$ cat config.mk
export PLATFORM = sky130hd
export DESIGN_NAME = uart_autobaud
export DESIGN_NICKNAME = d
export VERILOG_FILES = /design/src/rtl/uart_autobaud.sv
export SDC_FILE = /design/constraint.sdc
export NUM_CORES = 1
export LEC_CHECK = 0
export BUFFER_PORTS_ARGS = -buffer_cell sky130_fd_sc_hd__buf_2
export CAP_MARGIN = 20
export CORE_MARGIN = 4
export CORE_UTILIZATION = 61
export DETAILED_ROUTE_END_ITERATION = 8
export GPL_TIMING_DRIVEN = 0
export PLACE_DENSITY = 0.78
export SYNTH_ARGS = -nofsm -noshare
export SYNTH_HDL_FRONTEND = slang
export SYNTH_SLANG_ARGS = --single-unit
export TNS_END_PERCENT = 5
$ cat constraint.sdc
create_clock -name CLK -period 3.7 [get_ports CLK]
set_input_delay 0.74 -clock CLK [delete_from_list [all_inputs] [get_ports CLK]]
set_output_delay 0.74 -clock CLK [all_outputs]
set_load 0.005 [all_outputs]
$ cat src/rtl/uart_autobaud.sv
// uart_autobaud: measures the bit period of a 0x55 sync character on the raw
// RX line and publishes clocks-per-bit (CPB) with LOCKED until RELOCK.
// Optional build macro UART_AUTOBAUD_CHECK_EN adds a per-interval consistency
// check that rejects characters whose edge spacing is not uniform.
module uart_autobaud #(
  parameter int CPB_WIDTH   = 12,
  parameter int MIN_CPB     = 4,
  parameter int SYNC_STAGES = 2
) (
  input  logic                 CLK,
  input  logic                 RESETn,
  input  logic                 RX_PIN,
  input  logic                 RELOCK,
  output logic [CPB_WIDTH-1:0] CPB,
  output logic                 LOCKED,
  output logic                 ERR
);

  localparam int CNT_W = CPB_WIDTH + 3;
  localparam logic [CNT_W-1:0]   CNT_MAX   = '1;
  localparam logic [CNT_W:0]     ROUND     = (CNT_W+1)'(4);
  localparam logic [CPB_WIDTH:0] MIN_CPB_V = (CPB_WIDTH+1)'(MIN_CPB);
  localparam logic [4:0]         IDLE_LAST = 5'd15;

  localparam logic [2:0] S_IDLE       = 3'd0;
  localparam logic [2:0] S_WAIT_START = 3'd1;
  localparam logic [2:0] S_MEASURE    = 3'd2;
  localparam logic [2:0] S_WAIT_STOP  = 3'd3;
  localparam logic [2:0] S_LOCK       = 3'd4;

  logic [SYNC_STAGES-1:0] r_sync;
  logic                   r_rx_prev;
  logic [2:0]             r_state;
  logic [4:0]             r_idle_cnt;
  logic [CNT_W-1:0]       r_cnt;
  logic [2:0]             r_edge_cnt;
  logic [CPB_WIDTH-1:0]   r_cpb_next;
  logic [CPB_WIDTH-1:0]   r_cpb;
  logic                   r_locked;
  logic                   r_err;

  logic                   w_rx_s;
  logic                   w_fall;
  logic                   w_rise;
  logic [CNT_W-1:0]       w_cnt_inc;
  logic [CPB_WIDTH:0]     w_cpb_next;
  logic                   w_cpb_bad;

  assign w_rx_s    = r_sync[SYNC_STAGES-1];
  assign w_fall    = r_rx_prev & ~w_rx_s;
  assign w_rise    = ~r_rx_prev & w_rx_s;
  // Cycles elapsed since the start edge, including the current one.
  assign w_cnt_inc = r_cnt + 1'b1;
  assign w_cpb_next = (CPB_WIDTH+1)'(({1'b0, w_cnt_inc} + ROUND) >> 3);
  assign w_cpb_bad  = w_cpb_next[CPB_WIDTH] | (w_cpb_next < MIN_CPB_V);

`ifdef UART_AUTOBAUD_CHECK_EN
  logic [CNT_W-1:0] r_ival;
  logic [CNT_W-1:0] r_ref;
  logic             r_have_ref;
  logic             w_any_edge;
  logic [CNT_W-1:0] w_ival_inc;
  logic [CNT_W-1:0] w_ival_diff;
  logic             w_ival_bad;

  assign w_any_edge  = w_fall | w_rise;
  assign w_ival_inc  = r_ival + 1'b1;
  assign w_ival_diff = (w_ival_inc >= r_ref) ? (w_ival_inc - r_ref) : (r_ref - w_ival_inc);
  assign w_ival_bad  = r_have_ref & (w_ival_diff > (r_ref >> 2));
`endif

  // Synchronize the raw line and keep its previous value for edge detection.
  // NOTE: the chain resets to the idle-high level so reset release never
  // fabricates a falling edge.
  always_ff @(posedge CLK or negedge RESETn) begin
    if (!RESETn) begin
      r_sync    <= '1;
      r_rx_prev <= 1'b1;
    end else begin
      r_sync    <= {r_sync[SYNC_STAGES-2:0], RX_PIN};
      r_rx_prev <= w_rx_s;
    end
  end

  // Detection FSM: idle qualification, period measurement, lock and reject.
  // NOTE: all state here uses non-blocking assignments so every register sees
  // the pre-edge values of the others, whatever the statement order.
  always_ff @(posedge CLK or negedge RESETn) begin
    if (!RESETn) begin
      r_state    <= S_IDLE;
      r_idle_cnt <= '0;
      r_cnt      <= '0;
      r_edge_cnt <= '0;
      r_cpb_next <= '0;
      r_cpb      <= '0;
      r_locked   <= 1'b0;
      r_err      <= 1'b0;
`ifdef UART_AUTOBAUD_CHECK_EN
      r_ival     <= '0;
      r_ref      <= '0;
      r_have_ref <= 1'b0;
`endif
    end else begin
      // NOTE: default-low each cycle makes ERR a single-cycle pulse.
      r_err <= 1'b0;
      if (RELOCK && (r_state != S_IDLE)) begin
        r_state    <= S_IDLE;
        r_idle_cnt <= '0;
        r_locked   <= 1'b0;
      end else begin
        case (r_state)
          S_IDLE: begin
            if (w_rx_s) begin
              if (r_idle_cnt == IDLE_LAST) begin
                r_idle_cnt <= '0;
                r_state    <= S_WAIT_START;
              end else begin
                r_idle_cnt <= r_idle_cnt + 1'b1;
              end
            end else begin
              r_idle_cnt <= '0;
            end
          end
          S_WAIT_START: begin
            if (w_fall) begin
              r_cnt      <= '0;
              r_edge_cnt <= '0;
`ifdef UART_AUTOBAUD_CHECK_EN
              r_ival     <= '0;
              r_ref      <= '0;
              r_have_ref <= 1'b0;
`endif
              r_state    <= S_MEASURE;
            end
          end
          S_MEASURE: begin
            r_cnt <= w_cnt_inc;
`ifdef UART_AUTOBAUD_CHECK_EN
            r_ival <= w_any_edge ? '0 : w_ival_inc;
            if (w_any_edge && !r_have_ref) begin
              r_ref      <= w_ival_inc;
              r_have_ref <= 1'b1;
            end
`endif
            if (r_cnt == CNT_MAX) begin
              r_err      <= 1'b1;
              r_idle_cnt <= '0;
              r_state    <= S_IDLE;
`ifdef UART_AUTOBAUD_CHECK_EN
            end else if (w_any_edge && w_ival_bad) begin
              r_err      <= 1'b1;
              r_idle_cnt <= '0;
              r_state    <= S_IDLE;
`endif
            end else if (w_fall) begin
              if (r_edge_cnt == 3'd3) begin
                if (w_cpb_bad) begin
                  r_err      <= 1'b1;
                  r_idle_cnt <= '0;
                  r_state    <= S_IDLE;
                end else begin
                  r_cpb_next <= w_cpb_next[CPB_WIDTH-1:0];
                  r_state    <= S_WAIT_STOP;
                end
              end else begin
                r_edge_cnt <= r_edge_cnt + 1'b1;
              end
            end
          end
          S_WAIT_STOP: begin
            if (w_rise) begin
              r_cpb    <= r_cpb_next;
              r_locked <= 1'b1;
              r_state  <= S_LOCK;
            end
          end
          S_LOCK: begin
            r_locked <= 1'b1;
          end
          default: begin
            r_state <= S_IDLE;
          end
        endcase
      end
    end
  end

  assign CPB    = r_cpb;
  assign LOCKED = r_locked;
  assign ERR    = r_err;

endmodule

Word-level counts from Yosys, hierarchy flattened. Index checks and enable logic that the tools add are counted.

Output and inout bits: 14. Bits in registers: 55.

Add/subtract/negate cells: 4. Bitwise operators: 8. Mux-type cells: 34. Reductions and logical operators: 13. Order comparisons: 1. Eq/ne operators: 19.

Operator list (count): two-way mux 3 bit (12); two-way mux 5 bit (7); case mux 15 bit (2 select lines) (1); adder 15 x 3 -> 16 bit (second input constant) (1); adder 15 x 1 -> 15 bit (second input constant) (1); == test 15 bit (second input constant) (1); two-way mux 15 bit (1); case mux 3 bit (5 select lines) (1); < comparator 13 x 3 -> 1 bit (second input constant) (1); != test 3 bit (second input constant) (4); != test 4 bit (second input constant) (3); AND reduction 6 bit (2); != test 2 bit (second input constant) (5); case mux 5 bit (2 select lines) (1); == test 3 x 2 -> 1 bit (second input constant) (3); nonzero test 3 bit (3); two-way mux 1 bit (8); AND reduction 7 bit (1); case mux 3 bit (2 select lines) (1); AND reduction 3 bit (2); adder 5 x 1 -> 5 bit (second input constant) (1); == test 5 x 4 -> 1 bit (second input constant) (1); NOT 1 bit (5); AND reduction 4 bit (1); other kinds (11) (12).

Depth between registers and ports, before layout. Gate-level depths: netlist of the first run.

Word-level depth: 10. Depth in mapped cells: 13. Mapped depth without buffers: 11.

Worst setup path after synthesis of the first run. Ideal clock, no wire load.

Path type: reg2reg. From: reg r_cnt[0]. To: reg r_cpb_next[6]. Required time: 3.573 ns. Arrival: 3.148 ns. Path slack: 0.424 ns. Stages on the path, launching flop included: 13. Period minus slack after synthesis: 3.276 ns. Buffers on the path: 2. Cells stage by stage: dfrtp_1 -> ha_1 -> buf_4 -> nand2_1 -> nor2_2 -> xnor2_1 -> nor4b_1 -> a311oi_1 -> or4_4 -> nor4b_4 -> a211o_2 -> buf_8 -> mux2_1.

Word-level cells in the longest chain between the ends: 6. Elaborated cells on any way between the ends: 8. Those cells by class: 2 x add/sub; 1 x order compare; 1 x eq/ne; 3 x bitwise; 1 x reduce/logical.

RTL lines: from (decl) (line 35) `logic [CNT_W-1:0] r_cnt;`; from (signal assigned) (line 137) `r_cnt <= w_cnt_inc;`; adder 15 x 1 -> 15 bit (line 53) `assign w_cnt_inc = r_cnt + 1'b1;`; adder 15 x 3 -> 16 bit (line 54) `assign w_cpb_next = (CPB_WIDTH+1)'(({1'b0, w_cnt_inc} + ROUND) >> 3);`; < comparator 13 x 3 -> 1 bit (line 55) `assign w_cpb_bad = w_cpb_next[CPB_WIDTH] | (w_cpb_next < MIN_CPB_V);`; OR 1 bit (line 55); NOT 1 bit (no line); AND reduction 6 bit (no line); to (signal assigned) (line 162) `r_cpb_next <= w_cpb_next[CPB_WIDTH-1:0];`; to (decl) (line 37) `logic [CPB_WIDTH-1:0] r_cpb_next;`.

Several ways; a longest one is shown, not always the timed one. A chain may end at the register's enable or synchronous reset.

Worst setup path after layout of the first run. Ends and elaborated chain as after synthesis.

==> impl_metrics.ini, run 1 <==
[clocking]
clk_pin_slew_worst_paths_ns = 0.09
root_buffer = clkbuf_8
cts_tree = done
htree_levels = 2
clockBufferDepth = 2
clock_latency_ns = 0.31
cts_buffers = 5
cts.sinks = 55
hold_buffers = 0

[setup_path]
crit_required_ns = 3.89
rr_startpoint = r_cnt[0]$_DFFE_PN0P_
crit_path_start_kind = flop
reg2reg_setup_slack_ns = 0.18
critPathSlowestCell = or4_4
critPathArrivalTime_ns = 3.71
cpPeakStageDelay_ns = 0.58
r2r_end = r_cpb_next[6]$_DFFE_PN0P_
cp-end-kind = flop
path_buf_inv = 2
cp_max_fo = 10
path_cells = ha_1, buf_4, nand2_2, nor3b_1, a31oi_1, nor4b_1, a311oi_1, or4_4, nor4b_4, a211o_2, buf_8, mux2_1
crit_family = simple AND/OR/NAND/NOR gates
path_class = flop to flop
r2r_cells = 12

[synthesis]
syn-instance-count = 326
synthTopCellsByArea = dfrtp_1 41%, mux2_2 4.9%, o21ai_0 3.9%
synth_most_common_cell = dfrtp_1
syn_nets = 335
ys_ff_latch = 55
yosysWarningCount = 0
yosysUniqueCellTypes = 62
ys_seq_area_frac = 0.431
synth-main-ff-cell = dfrtp_1
async_flop_share = 1.00
synth_area_sq_um = 3200
yosysTopAreaCell = dfrtp_1
yosys-top-cells-count = 52 x dfrtp_1, 29 x nand2_1, 25 x o21ai_0, 22 x nor2_1
synth_edf_count = 0
syn_area_per_cell_sq_um = 9.83
synth.top_cell.area_share = 0.406

[timing]
rsz0062_at_grt = false
slew_violations = 0
setup_tns_ns = 0
final-hold-violation-count = 0
worst_hold_slack_ns = 0.361
relSlewSlack = 0.639
finalCritPeriodShare = 0.951
max_freq_ghz = 0.284
finalCriticalPeriod_ns = 3.52
tightest_slew_ns = 0.541
worst_clock_skew_ns = 0.00732
setup_viol = 0

[power]
leakagePower_nw = 1.62
power.total_mw = 1.50
power.density_nw_per_um2 = 423
max-vdd-ir-drop_mv = 0.247

[drt]
drt-pass1-iter-count = 4
ant_nets = 0
vias_per_cell = 5.80
wl_per_cell_um = 15.1
route.detailed.drc = 0
dr.first_iter.drc_count = 132
vias = 2447
routed_wirelength_mm = 6.39

[final_layout]
syn_to_final_growth_pct = 11.0
fin_nets = 360
diodes = 0
layout-drive-gt1-share = 0.236
nFillCells = 405

[global_route]
overflow = 0
grt_max_degree = 35
grt_pass1_vias = 2337
grt.total_usage = 0.220
grt_pass1_wl_mm = 11.1
antenna_found_initial = 0

[die]
ios = 18
dieHeight_um = 80.5
core_area_sq_um = 5110
die_x_um = 80.5
start_util = 0.627
num_rows = 26
fp.dieArea_sq_um = 6470

[hold_path]
holdPathEnd = r_sync[1]$_DFF_PN1_
hp-start = r_sync[0]$_DFF_PN1_
hp-class = flop to flop
holdPathStages = 0

[job]
max_cap_violations = 0

[place]
place_hpwl_mm = 4.75
port_buffers = 17
gp_congestion = 0.866

[status]
status = finished clean
## stage by stage
stage	instance area (sq um)	util	cells	worst slack, ns
after global routing	3550	0.696	422	0.0223
after detailed placement	3400	0.665	414	0.0784
after global placement	3380	0.661	413	0.123
final	3550	0.696	422	0.182
after CTS	3510	0.688	422	0.0597
after floorplan	3200	-	326	0.424
## state kept, by name, summed over array words and instances (netlist names)
register	cells
r_rx_prev	1
r_sync	2
r_cpb_next	12
LOCKED	1
r_edge_cnt	3
r_cnt	15
r_state	3
ERR	1
r_idle_cnt	5
CPB	12
## worst reg2reg max path, delay by kind of cell (launching register included)
| kind | cells | cell delay [ns] |
|---|---|---|
| adder cells (fa/ha/maj) | 1 | 0.17 |
| buffers and inverters | 2 | 0.34 |
| AND/OR/NAND/NOR | 5 | 1.65 |
| multiplexers | 1 | 0.34 |
| flip-flops | 1 | 0.46 |
| AO/OA/AOI/OAI | 3 | 0.46 |
## per-layer routing
metal	track usage	routed length, um	vias to the layer above
met3	0.0381	201	6
met4	0.0726	79	0
met1	0.305	3110	1199
met2	0.348	3000	41
li1	-	-	1201
met5	0	0	-
## kinds of logic after synthesis
logic type / count (synthesis) / synth area share
compound gates: 76 / 0.157
xor+xnor: 24 / 0.0656
fa+ha+maj: 5 / 0.0195
buf+inv: 31 / 0.0465
flops: 55 / 0.431
mux: 25 / 0.0965
simple gates: 110 / 0.184
## worst max path at each step
stage	from	slack, ns	cells after the start	end
after global routing	r_cnt[0]$_DFFE_PN0P_	0.02	13	r_cpb_next[6]$_DFFE_PN0P_
after global placement	r_cnt[0]$_DFFE_PN0P_	0.12	12	r_idle_cnt[0]$_DFFE_PN0P_
after detailed placement	r_cnt[0]$_DFFE_PN0P_	0.08	12	r_cpb_next[6]$_DFFE_PN0P_
after floorplan	r_cnt[0]$_DFFE_PN0P_	0.42	12	r_cpb_next[6]$_DFFE_PN0P_
final	r_cnt[0]$_DFFE_PN0P_	0.18	12	r_cpb_next[6]$_DFFE_PN0P_
after CTS	r_cnt[0]$_DFFE_PN0P_	0.06	12	r_cpb_next[6]$_DFFE_PN0P_
## layout make-up
type | count | area, sq um | area share
Inverter | 11 | 41.3 | 0.0116
Buffer | 20 | 108 | 0.0303
Timing Repair Buffer | 18 | 105 | 0.0296
Clock buffer | 6 | 82.6 | 0.0232
Sequential cell | 55 | 1380 | 0.389
Multi-Input combinational cell | 240 | 1710 | 0.482
Tap cell | 70 | 87.6 | 0.0246
Clock inverter | 2 | 35.0 | 0.00986
## cell usage in the layout (no fill, tap or decap), types with 5 or more instances in the layout
cell type / count
nor2_1: 22
dfrtp_1: 50
xnor2_1: 12
mux2_2: 14
clkbuf_8: 6
inv_1: 11
nor3_1: 12
clkbuf_1: 10
nand2_1: 28
buf_2: 22
mux2_4: 8
o21ai_0: 25
a21oi_1: 12
nand3_1: 11
a31oi_1: 5
xor2_1: 10
## report_power, final
part	total (mW)	switching, mW	internal (mW)
clock	0.406	0.187	0.219
combinational	0.370	0.227	0.143
sequential	0.726	0.0624	0.664
total	1.50	0.476	1.03
## what timing repair did
action                                 4_1_cts  5_1_grt
setup endpoints to repair                    0       11
endpoints found under the hold margin        0        0
gates resized for setup                      0       10
setup buffers                                0        0
No activity file was read; power rests on OpenSTA's default activity.
==> inputs of run 2 (changes only) <==
--- a/config.mk
+++ b/config.mk
@@ -11,7 +11,8 @@
 export CORE_UTILIZATION = 61
 export DETAILED_ROUTE_END_ITERATION = 8
 export GPL_TIMING_DRIVEN = 0
-export PLACE_DENSITY = 0.78
+export PLACE_DENSITY = 0.76
+export SETUP_SLACK_MARGIN = 0.2
 export SYNTH_ARGS = -nofsm -noshare
 export SYNTH_HDL_FRONTEND = slang
 export SYNTH_SLANG_ARGS = --single-unit
==> run 2 against run 1 <==
Net effect: via count rose by 0.65%; fmax rose by 3.2%; clock-buffer cell count fell by 1; first-iteration DRC count rose by 21%; wire length fell by 3.7%; cell area rose by 1.6%; sequential cell count did not move; die area did not move; highest routed layer unchanged; clock power fell by 17%; non-clock buffer count rose by 7; combinational power rose by 16%.
==> impl_metrics.ini, run 2 (synthesized netlist as in run 1, its figures left out) <==
[setup_path]
path_buf_inv = 3
r2r_end = r_cpb_next[6]$_DFFE_PN0P_
critPathArrivalTime_ns = 3.61
cp_max_fo = 10
r2r_cells = 13
reg2reg_setup_slack_ns = 0.29
crit_required_ns = 3.90
path_cells = ha_1, buf_4, xor2_1, ha_2, o31ai_4, or2_0, buf_2, o311a_1, or4_4, nor4b_4, a211o_2, buf_12, mux2_1
critPathSlowestCell = or4_4
crit_path_start_kind = flop
cpPeakStageDelay_ns = 0.53
crit_family = simple AND/OR/NAND/NOR gates
path_class = flop to flop
cp-end-kind = flop
rr_startpoint = r_cnt[0]$_DFFE_PN0P_

[final_layout]
finalNonFillerCells = 429
final_cell_mix = 50 x dfrtp_1, 28 x nand2_1, 25 x o21ai_0
regMostFlops = r_cnt
syn_to_final_growth_pct = 12.8
design_area_sq_um = 3610
largest_reg_flops = 15
nFillCells = 389
final_common_cell = dfrtp_1
fin_nets = 367
diodes = 0
layout-drive-gt1-share = 0.253

[drt]
drt-pass1-iter-count = 4
wl_per_cell_um = 14.3
route.detailed.drc = 0
ant_nets = 0
routed_wirelength_mm = 6.15
dr.first_iter.drc_count = 160
vias_per_cell = 5.74
vias = 2463

[clocking]
clock_latency_ns = 0.31
cts_buffers = 5
root_buffer = clkbuf_8
htree_levels = 2
cts.sinks = 55
cts_tree = done
clk_pin_slew_worst_paths_ns = 0.11
clockBufferDepth = 2
hold_buffers = 0

[die]
start_util = 0.627
die_x_um = 80.5
core_area_sq_um = 5110
fp.dieArea_sq_um = 6470
num_rows = 26
dieHeight_um = 80.5
ios = 18

[timing]
worst_clock_skew_ns = 0.0115
setup_viol = 0
finalCriticalPeriod_ns = 3.41
max_freq_ghz = 0.293
relSlewSlack = 0.650
tightest_slew_ns = 0.525
finalCritPeriodShare = 0.921
final-hold-violation-count = 0
setup_tns_ns = 0
slew_violations = 0
rsz0062_at_grt = true

[place]
place_area_sq_um = 3400
port_buffers = 17
place_hpwl_mm = 4.52
dp.cells = 414
gp_congestion = 0.853

[status]
status = finished clean

[hold_path]
holdPathStages = 0
hp-class = flop to flop
hp-start = r_sync[0]$_DFF_PN1_
holdPathEnd = r_sync[1]$_DFF_PN1_

[global_route]
grt.total_usage = 0.209
grt_max_degree = 35
overflow = 0
antenna_found_initial = 0
grt_pass1_wl_mm = 10.7
grt_pass1_vias = 2256

[power]
leakagePower_nw = 1.64
power.density_nw_per_um2 = 409
max-vdd-ir-drop_mv = 0.231

[job]
max_cap_violations = 0
-- run 2: worst max-delay path by stage --
stage                               startpoint                   endpoint  slack, ns  cells after the start
after global routing      r_cnt[0]$_DFFE_PN0P_  r_cpb_next[6]$_DFFE_PN0P_       0.13                     13
after global placement    r_cnt[0]$_DFFE_PN0P_  r_idle_cnt[0]$_DFFE_PN0P_       0.09                     12
after CTS                 r_cnt[1]$_DFFE_PN0P_  r_cpb_next[6]$_DFFE_PN0P_       0.21                     13
after floorplan           r_cnt[0]$_DFFE_PN0P_  r_cpb_next[6]$_DFFE_PN0P_       0.42                     12
after detailed placement  r_cnt[0]$_DFFE_PN0P_  r_cpb_next[6]$_DFFE_PN0P_       0.06                     12
final                     r_cnt[0]$_DFFE_PN0P_  r_cpb_next[6]$_DFFE_PN0P_       0.29                     13
-- run 2: routing by layer --
layer	part of all wire	vias to the layer above	GRT usage
met5	0	-	0
met4	0.0093	0	0.0557
met3	0.039	8	0.0348
met2	0.45	57	0.315
met1	0.50	1172	0.310
li1	-	1226	-
-- run 2: layout make-up --
type / count / area [sq um] / share of cell area
Timing Repair Buffer: 25 / 158 / 0.0436
Clock inverter: 3 / 25.0 / 0.00693
Sequential cell: 55 / 1380 / 0.383
Inverter: 11 / 41.3 / 0.0114
Buffer: 20 / 113 / 0.0312
Clock buffer: 5 / 68.8 / 0.0191
Tap cell: 70 / 87.6 / 0.0242
Multi-Input combinational cell: 240 / 1740 / 0.481
-- run 2: what timing repair did --
| item | in CTS | in global routing |
|---|---|---|
| hold endpoints to repair | 0 | 0 |
| pin swaps | 0 | 3 |
| endpoints found under the setup margin | 14 | 14 |
| setup buffers | 4 | 3 |
| resized for setup | 8 | 6 |
-- run 2: power by group --
part | total [mW] | switching (mW) | internal (mW)
clock | 0.338 | 0.202 | 0.136
sequential | 0.710 | 0.0458 | 0.664
combinational | 0.430 | 0.255 | 0.175
-- run 2: stage by stage --
| step | worst slack (ns) | util | hold slack [ns] | total power, mW |
|---|---|---|---|---|
| floorplan | 0.424 | - | 0.345 | 0.991 |
| global placement | 0.0896 | 0.661 | 0.346 | 1.08 |
| detailed placement | 0.0563 | 0.665 | 0.349 | 1.10 |
| CTS | 0.211 | 0.696 | 0.364 | 1.47 |
| global route | 0.128 | 0.707 | 0.372 | 1.59 |
| finish | 0.292 | 0.707 | 0.363 | 1.48 |
